### src/rtl/if_id_pipe_pkg.sv
// Shared definitions for the IF/ID pipeline register and its step controller.
package if_id_pipe_pkg;

  typedef enum logic [1:0] {
    ST_RUN  = 2'd0,
    ST_HALT = 2'd1,
    ST_STEP = 2'd2
  } state_t;

  localparam logic [31:0] DEFAULT_NOP_WORD = 32'h0;

endpackage

### src/rtl/step_ctrl.sv
// Debug single-step controller: detects step rising edges and produces the
// pipeline-register enable. Reusable by any pipeline register stage.
//
// state | meaning
// RUN   | free running, enable high
// HALT  | debug hold, enable low, waiting for a step edge
// STEP  | one enabled cycle, then back to HALT (or RUN if debug dropped)
module step_ctrl
  import if_id_pipe_pkg::*;
(
  input  logic       i_clk,
  input  logic       i_reset,
  input  logic       i_debug_mode,
  input  logic       i_step,
  output logic       o_en,
  output logic [1:0] o_state
);

  state_t r_state;
  state_t w_state_next;
  logic   r_step_d;
  logic   w_step_rise;

  assign w_step_rise = i_step & ~r_step_d;

  // Register the step input for edge detection.
  always_ff @(posedge i_clk or posedge i_reset) begin
    if (i_reset) r_step_d <= 1'b0;
    else         r_step_d <= i_step;
  end

  // State register.
  always_ff @(posedge i_clk or posedge i_reset) begin
    if (i_reset) r_state <= ST_RUN;
    else         r_state <= w_state_next;
  end

  // Next-state and enable decode.
  always_comb begin
    w_state_next = r_state;
    o_en         = 1'b1;
    case (r_state)
      ST_RUN: begin
        if (i_debug_mode) w_state_next = ST_HALT;
      end
      ST_HALT: begin
        o_en = 1'b0;
        if (!i_debug_mode)    w_state_next = ST_RUN;
        else if (w_step_rise) w_state_next = ST_STEP;
      end
      ST_STEP: begin
        if (!i_debug_mode) w_state_next = ST_RUN;
        else               w_state_next = ST_HALT;
      end
      default: begin
        w_state_next = ST_RUN;
      end
    endcase
  end

  assign o_state = r_state;

endmodule

### src/rtl/if_id_pipe.sv
// IF/ID pipeline register with stall, flush (bubble insertion), and debug
// single-step. Flushes requested while halted are remembered and applied on
// the next enabled cycle. Optional performance counters are built when
// IF_ID_PIPE_PERF_EN is defined.
module if_id_pipe
  import if_id_pipe_pkg::*;
#(
  parameter int                NBITS     = 32,
  parameter int                NFIELDS   = 3,
  parameter int                NOP_FIELD = 2,
  parameter logic [NBITS-1:0]  NOP_WORD  = NBITS'(DEFAULT_NOP_WORD)
) (
  input  logic                     i_clk,
  input  logic                     i_reset,
  input  logic                     i_valid,
  input  logic [NFIELDS*NBITS-1:0] i_data,
  input  logic                     i_stall,
  input  logic                     i_flush,
  input  logic                     i_debug_mode,
  input  logic                     i_step,
  output logic                     o_valid,
  output logic [NFIELDS*NBITS-1:0] o_data,
  output logic                     o_advance,
  output logic [1:0]               o_state
`ifdef IF_ID_PIPE_PERF_EN
  ,
  output logic [31:0]              o_stall_cnt,
  output logic [31:0]              o_flush_cnt
`endif
);

  logic                     w_en;
  logic                     w_eff_flush;
  logic                     r_pend_flush;
  logic [NFIELDS*NBITS-1:0] w_nop_data;

  step_ctrl u_step_ctrl (
    .i_clk        (i_clk),
    .i_reset      (i_reset),
    .i_debug_mode (i_debug_mode),
    .i_step       (i_step),
    .o_en         (w_en),
    .o_state      (o_state)
  );

  assign w_eff_flush = i_flush | r_pend_flush;
  assign o_advance   = w_en & ~w_eff_flush & ~i_stall;

  // Bubble payload: only the instruction field carries the NOP encoding.
  always_comb begin
    w_nop_data = '0;
    w_nop_data[NOP_FIELD*NBITS +: NBITS] = NOP_WORD;
  end

  // Payload/valid register: flush beats stall, stall beats load.
  always_ff @(posedge i_clk or posedge i_reset) begin
    if (i_reset) begin
      o_valid <= 1'b0;
      o_data  <= '0;
    end else if (w_en) begin
      if (w_eff_flush) begin
        o_valid <= 1'b0;
        o_data  <= w_nop_data;
      end else if (!i_stall) begin
        o_valid <= i_valid;
        o_data  <= i_data;
      end
    end
  end

  // Remember flushes that arrive while halted; consume on the next enabled cycle.
  always_ff @(posedge i_clk or posedge i_reset) begin
    if (i_reset)      r_pend_flush <= 1'b0;
    else if (w_en)    r_pend_flush <= 1'b0;
    else if (i_flush) r_pend_flush <= 1'b1;
  end

`ifdef IF_ID_PIPE_PERF_EN
  // Saturating counters for held cycles and applied bubbles.
  always_ff @(posedge i_clk or posedge i_reset) begin
    if (i_reset) begin
      o_stall_cnt <= '0;
      o_flush_cnt <= '0;
    end else if (w_en) begin
      if (w_eff_flush) begin
        if (o_flush_cnt != 32'hFFFF_FFFF) o_flush_cnt <= o_flush_cnt + 32'd1;
      end else if (i_stall) begin
        if (o_stall_cnt != 32'hFFFF_FFFF) o_stall_cnt <= o_stall_cnt + 32'd1;
      end
    end
  end
`endif

endmodule

### config.mk
export PLATFORM = sky130hd
export DESIGN_NAME = if_id_pipe
export DESIGN_NICKNAME = d
export VERILOG_FILES = /design/src/rtl/if_id_pipe_pkg.sv /design/src/rtl/step_ctrl.sv /design/src/rtl/if_id_pipe.sv
export SDC_FILE = /design/constraint.sdc
export NUM_CORES = 1
export LEC_CHECK = 0
export ABC_CLOCK_PERIOD_IN_PS = 2700
export BUFFER_PORTS_ARGS = -buffer_cell sky130_fd_sc_hd__buf_2
export CAP_MARGIN = 15
export CORE_AREA = 5 5 102 104
export CTS_CLUSTER_SIZE = 14
export DETAILED_ROUTE_END_ITERATION = 6
export DIE_AREA = 0 0 107 109
export MAX_ROUTING_LAYER = met4
export PLACE_DENSITY_LB_ADDON = 0.05
export SLEW_MARGIN = 20
export SYNTH_ARGS = -nofsm -noshare
export SYNTH_HDL_FRONTEND = slang
export SYNTH_SLANG_ARGS = --single-unit
export TNS_END_PERCENT = 50
### constraint.sdc
create_clock -name i_clk -period 2.7 [get_ports i_clk]
set_input_delay 0.135 -clock i_clk [delete_from_list [all_inputs] [get_ports i_clk]]
set_output_delay 0.135 -clock i_clk [all_outputs]
set_load 0.02 [all_outputs]
=== Yosys cells after proc, flatten, opt, wreduce, memory -nomap -nowiden ===
Cells that the tools add are included.

* Equal/unequal tests: 6
* Muxes and demuxes: 12
* Bitwise logic cells: 8
* Reduce and logical (&&, ||, !) cells: 3

{| class="wikitable"
|+ Operator list
! kind !! count
|-
| 96-bit two-way mux || 2
|-
| 1-bit two-way mux || 6
|-
| 2-bit two-way mux || 3
|-
| 2-bit one-hot mux with 3 select lines || 1
|-
| 2-bit inequality test, second input constant || 2
|-
| 1-bit NOT || 4
|-
| 2-bit AND reduction || 2
|-
| 1-bit bitwise AND || 3
|-
| 3-bit by 2-bit inequality test with 1-bit output, second input constant || 1
|-
| 2-bit by 1-bit == test with 1-bit output, second input constant || 1
|-
| 2-bit == test, second input constant || 1
|-
| 2-bit logical NOT || 1
|-
| 2-bit by 1-bit inequality test with 1-bit output, second input constant || 1
|-
| 1-bit OR || 1
|}

* Flip-flop bits (word level): 101
* Input port bits: 103
* Output and inout port bits: 100

=== Depth between registers and ports, before layout ===
* Word-level depth: 5
* Mapped depth: 6
* Mapped depth without buffers: 3

=== Hierarchy ===
A second synthesis with hierarchy kept.

* Cell total of the unflattened synthesis: 339
* Area, all modules: 4,134.0 µm²

{| class="wikitable"
|+ Modules (own cells, without submodules)
! module !! times used !! cells each !! area each (µm²) !! sequential area each (µm²)
|-
| if_id_pipe || 1 || 329 || 4,013.8 || 2,452.4
|-
| step_ctrl || 1 || 10 || 120.1 || 75.1
|}

=== Worst setup path before layout ===
OpenSTA, ideal clock, no wires.

* Path kind: reg2reg
* Start point: register u_step_ctrl.r_state[0], in the netlist u_step_ctrl.o_state[0]
* End point: register o_data[14]
* Library setup time: 0.068 ns
* Arrival time: 1.525 ns
* Path slack: 1.107 ns
* Cell stages (with the launch flop): 5
* Clock period less this slack: 1.593 ns
* Cell sequence: dfrtp_1 > nor2b_2 > nor4_4 > clkbuf_1 > a22o_1

* Longest elaborated chain between the ends: 3

{| class="wikitable"
|+ RTL lines
! item !! RTL line !! source
|-
| start, declared || step_ctrl.sv:19 || <nowiki>state_t r_state;</nowiki>
|-
| start signal, assigned || step_ctrl.sv:35 || <nowiki>else r_state <= w_state_next;</nowiki>
|-
| 2-bit by 1-bit == test with 1-bit output || step_ctrl.sv:42 || <nowiki>case (r_state)</nowiki>
|-
| 1-bit NOT (no line) || -- ||
|-
| 2-bit AND reduction (no line) || -- ||
|-
| end signal, assigned || if_id_pipe.sv:63 || <nowiki>o_data <= w_nop_data;</nowiki>
|-
| end signal, assigned || if_id_pipe.sv:66 || <nowiki>o_data <= i_data;</nowiki>
|-
| end, declared || if_id_pipe.sv:22 || <nowiki>output logic [NFIELDS*NBITS-1:0] o_data,</nowiki>
|}

Every way passes these cells.
A chain may end at the register's enable or synchronous reset.

=== Worst setup path in the final report ===
* Start point: register u_step_ctrl.r_state[0], in the netlist u_step_ctrl.o_state[0]
* End point: output o_advance

* Longest elaborated chain between the ends: 4

{| class="wikitable"
|+ RTL lines
! item !! RTL line !! source
|-
| 2-bit by 1-bit == test with 1-bit output || step_ctrl.sv:42 ||
|-
| 1-bit two-way mux || step_ctrl.sv:42 ||
|-
| 1-bit bitwise AND (2 in series) || if_id_pipe.sv:47 || <nowiki>assign o_advance = w_en & ~w_eff_flush & ~i_stall;</nowiki>
|-
| end, declared || if_id_pipe.sv:23 || <nowiki>output logic o_advance,</nowiki>
|}

Every way passes these cells.

==> metrics.md <==
| Metric | Value |
|---|---|
| Period minus WS final | 1954 ps |
| Worst slew pin tran | 786.7 ps |
| Worst Skew | 11.25 ps |
| Startpoint types | flop |
| CP peak stage delay | 460 ps |
| H-tree levels | 3 |
| Clock buffer depth | 2 |
| Rows | 36 |
| CTS Hold Bufs | 90 |
| Number of cells after detailed placement | 529 |
| Detailed Route WL | 10340 um |
| Pre-antenna DRT Iters | 4 |
| DRT iter0 DRCs | 190 |
| Synthesized cell area | 3550 um2 |
| Highest achievable clock rate | 0.5119 GHz |
| GRT overflow | 0 |
| Slew Limit Fails | 0 |
| Peak supply drop | 0.3052 mV |
| Share of post-route cells with drive strength above 1 | 43.24% |
| Worst slew margin | 47.44% |
| Cts bufs inserted | 9 |
| Initial antenna violation count | 0 |
| Hold Crit Depth | 2 |
| Worst-Skew Late Latency | 340 ps |
| Area Growth Syn to Fin | 63.48% |
| Diodes inserted | 0 |
| Finished Layout Cells | 639 |
| Worst hold path type | in -> reg |
| Synth Instances | 229 |
| Total negative slack | 0 ps |
| GR Util All Layers | 18.11% |
| Post-CTS sizing | 0 |
| Die Wd | 107 um |
| Drt via density | 4.762 |
| Vias | 3043 |
| Avg WL per Cell | 16.18 um |
| Ys Warns | 0 |
| Root buf cell | clkbuf_8 |
| I/O pin total | 203 |
| First-pass GRT wire length | 16240 um |
| Setup CP Type | reg -> out |
| CTS clk-pin slew, worst paths | 90 ps |
| # nets final | 623 |
| DPL Wire Length | 6542 um |
| RSZ-0062 raised after global routing | false |
| Slowest-stage cell, CP | buf_4 |
| #FFs+latches synth | 101 |
| Die Y-Extent | 109 um |
| Final worst path period share | 72.35% |
| Max-cap viol count | 0 |
| Synth Net Count | 332 |
| Critical Path RT | 2570 ps |
| Largest net degree at the start of global routing | 55 |
| Vias in the first global route | 3182 |
| Netlist cell types | 14 |
| Core ar. | 9459 um2 |
| IO buf count | 202 |
| Pwr Density | 556.1 nW/um2 |
| Clock sinks | 101 |
| TritonCTS clock tree | yes |
| Worst-path cell chain | nor2b_2 -> nor4_4 -> buf_4 -> buf_2 |
| CP Data Arrival Time | 1820 ps |
| Setup crit end kind | output pin |
| Post-CTS Setup Inserts | 0 |
| Worst-path fanout max | 47 |
| GPL Wtd Cong | 0.7282 |
| Final setup vio count | 0 |
| Hold_ws | 14.77 ps |
| Status | finished, final reports clean |
| Static Leak | 3.177 nW |
| Initial core utilization | 37.53% |
| Mean Syn Cell Area | 15.50 um2 |
| Final hold viol count | 0 |
| Die area | 11660 um2 |
| Final ANT Viol Nets | 0 |
| Post-route DRC | 0 |
| Post-synthesis sequential area ratio | 71.20% |
| R2R depth | 4 |
[routing by layer]
| layer | global-route usage [%] | wire (um) | part of all wire (%) | vias up |
|---|---|---|---|---|
| met2 | 27.29 | 4832 | 47 | 133 |
| met4 | 6.119 | 213 | 2.1 | 0 |
| met3 | 4.026 | 620 | 6.0 | 16 |
| li1 | - | - | - | 1459 |
| met1 | 24.47 | 4672 | 45 | 1435 |
| met5 | - | 0 | 0 | - |
[area by class of cell]
class	count	area, um2
tap	114	142.6
timing repair buffer	301	2014
fill	748	3656
clock inverter	6	45.04
sequential	101	2527
inverter	1	7.507
clock buffer	10	137.6
multi-input combinational	106	928.4
[cell usage after synthesis]
| library cell | n | share of area (%) |
|---|---|---|
| clkbuf_1 | 12 | 1.3 |
| o21ai_0 | 1 | 0.14 |
| nor2b_1 | 2 | 0.35 |
| buf_2 | 6 | 0.85 |
| and2_1 | 1 | 0.18 |
| dfrtp_1 | 101 | 71 |
| inv_1 | 1 | 0.11 |
| a22o_1 | 97 | 24 |
| nor2b_2 | 1 | 0.25 |
| and3_1 | 1 | 0.18 |
| nor4_4 | 1 | 0.60 |
| a21o_1 | 1 | 0.21 |
| nor2_1 | 1 | 0.11 |
| buf_4 | 3 | 0.63 |
[cell families (layout without fill, tap and decap cells)]
family | after synthesis | in the layout | synth area share, %
buffers and inverters | 22 | 318 | 2.855
and+or+nand+nor | 7 | 7 | 1.657
AOI/OAI and AO/OA | 99 | 99 | 24.29
DFF | 101 | 101 | 71.20
[report_power, final]
part	leakage, nW	internal [mW]	switching [mW]
Clock	0.0974	0.370	0.514
Combinational	1.72	0.308	0.357
Sequential	1.36	1.62	0.0579
Total	3.18	2.30	0.928
[critical path, delay by kind of cell (launching register included)]
family                 cells  cell delay (ps)
DFF                        1              390
and+or+nand+nor            2              340
buffers and inverters      2              720
[registers in the layout (all words and copies together) (netlist names)]
register,count
u_step_ctrl.o_state,2
o_valid,1
r_pend_flush,1
u_step_ctrl.r_step_d,1
o_data,96
[final timing paths]
path | end | slack [ps] | from
max | o_advance | 750 | u_step_ctrl.o_state[0]
min | o_data[92] | 10 | i_data[92]
max reg2reg | o_data[82] | 1030 | u_step_ctrl.o_state[1]
min reg2reg | o_data[57] | 510 | o_data[57]
max in group asynchronous | o_data[65] | 1470 | i_reset
min in group asynchronous | o_data[57] | 480 | i_reset
[cell usage in the layout (no fill, tap or decap), types with 2 or more instances in the layout]
master         Yosys  final
nor2b_1            2      2
inv_6              0      3
clkbuf_8           0     10
clkinv_2           0      2
dlygate4sd3_1      0     94
buf_4              3      3
dfrtp_1          101    101
buf_12             0      2
a22o_1            97     97
buf_2              6    202
[through the flow]
stage          power, mW  worst slack, ps  util [%]  cell area (um2)
5_1_grt            3.394            583.4     61.35             5803
6_report           3.227            746.4     61.35             5803
2_1_floorplan      2.025             1107         -             3553
3_3_place_gp       2.266             1088     49.47             4679
3_5_place_dp       2.269             1020     49.47             4679
4_1_cts            3.265            698.2     60.93             5763
(Power assumes the default switching activity.)
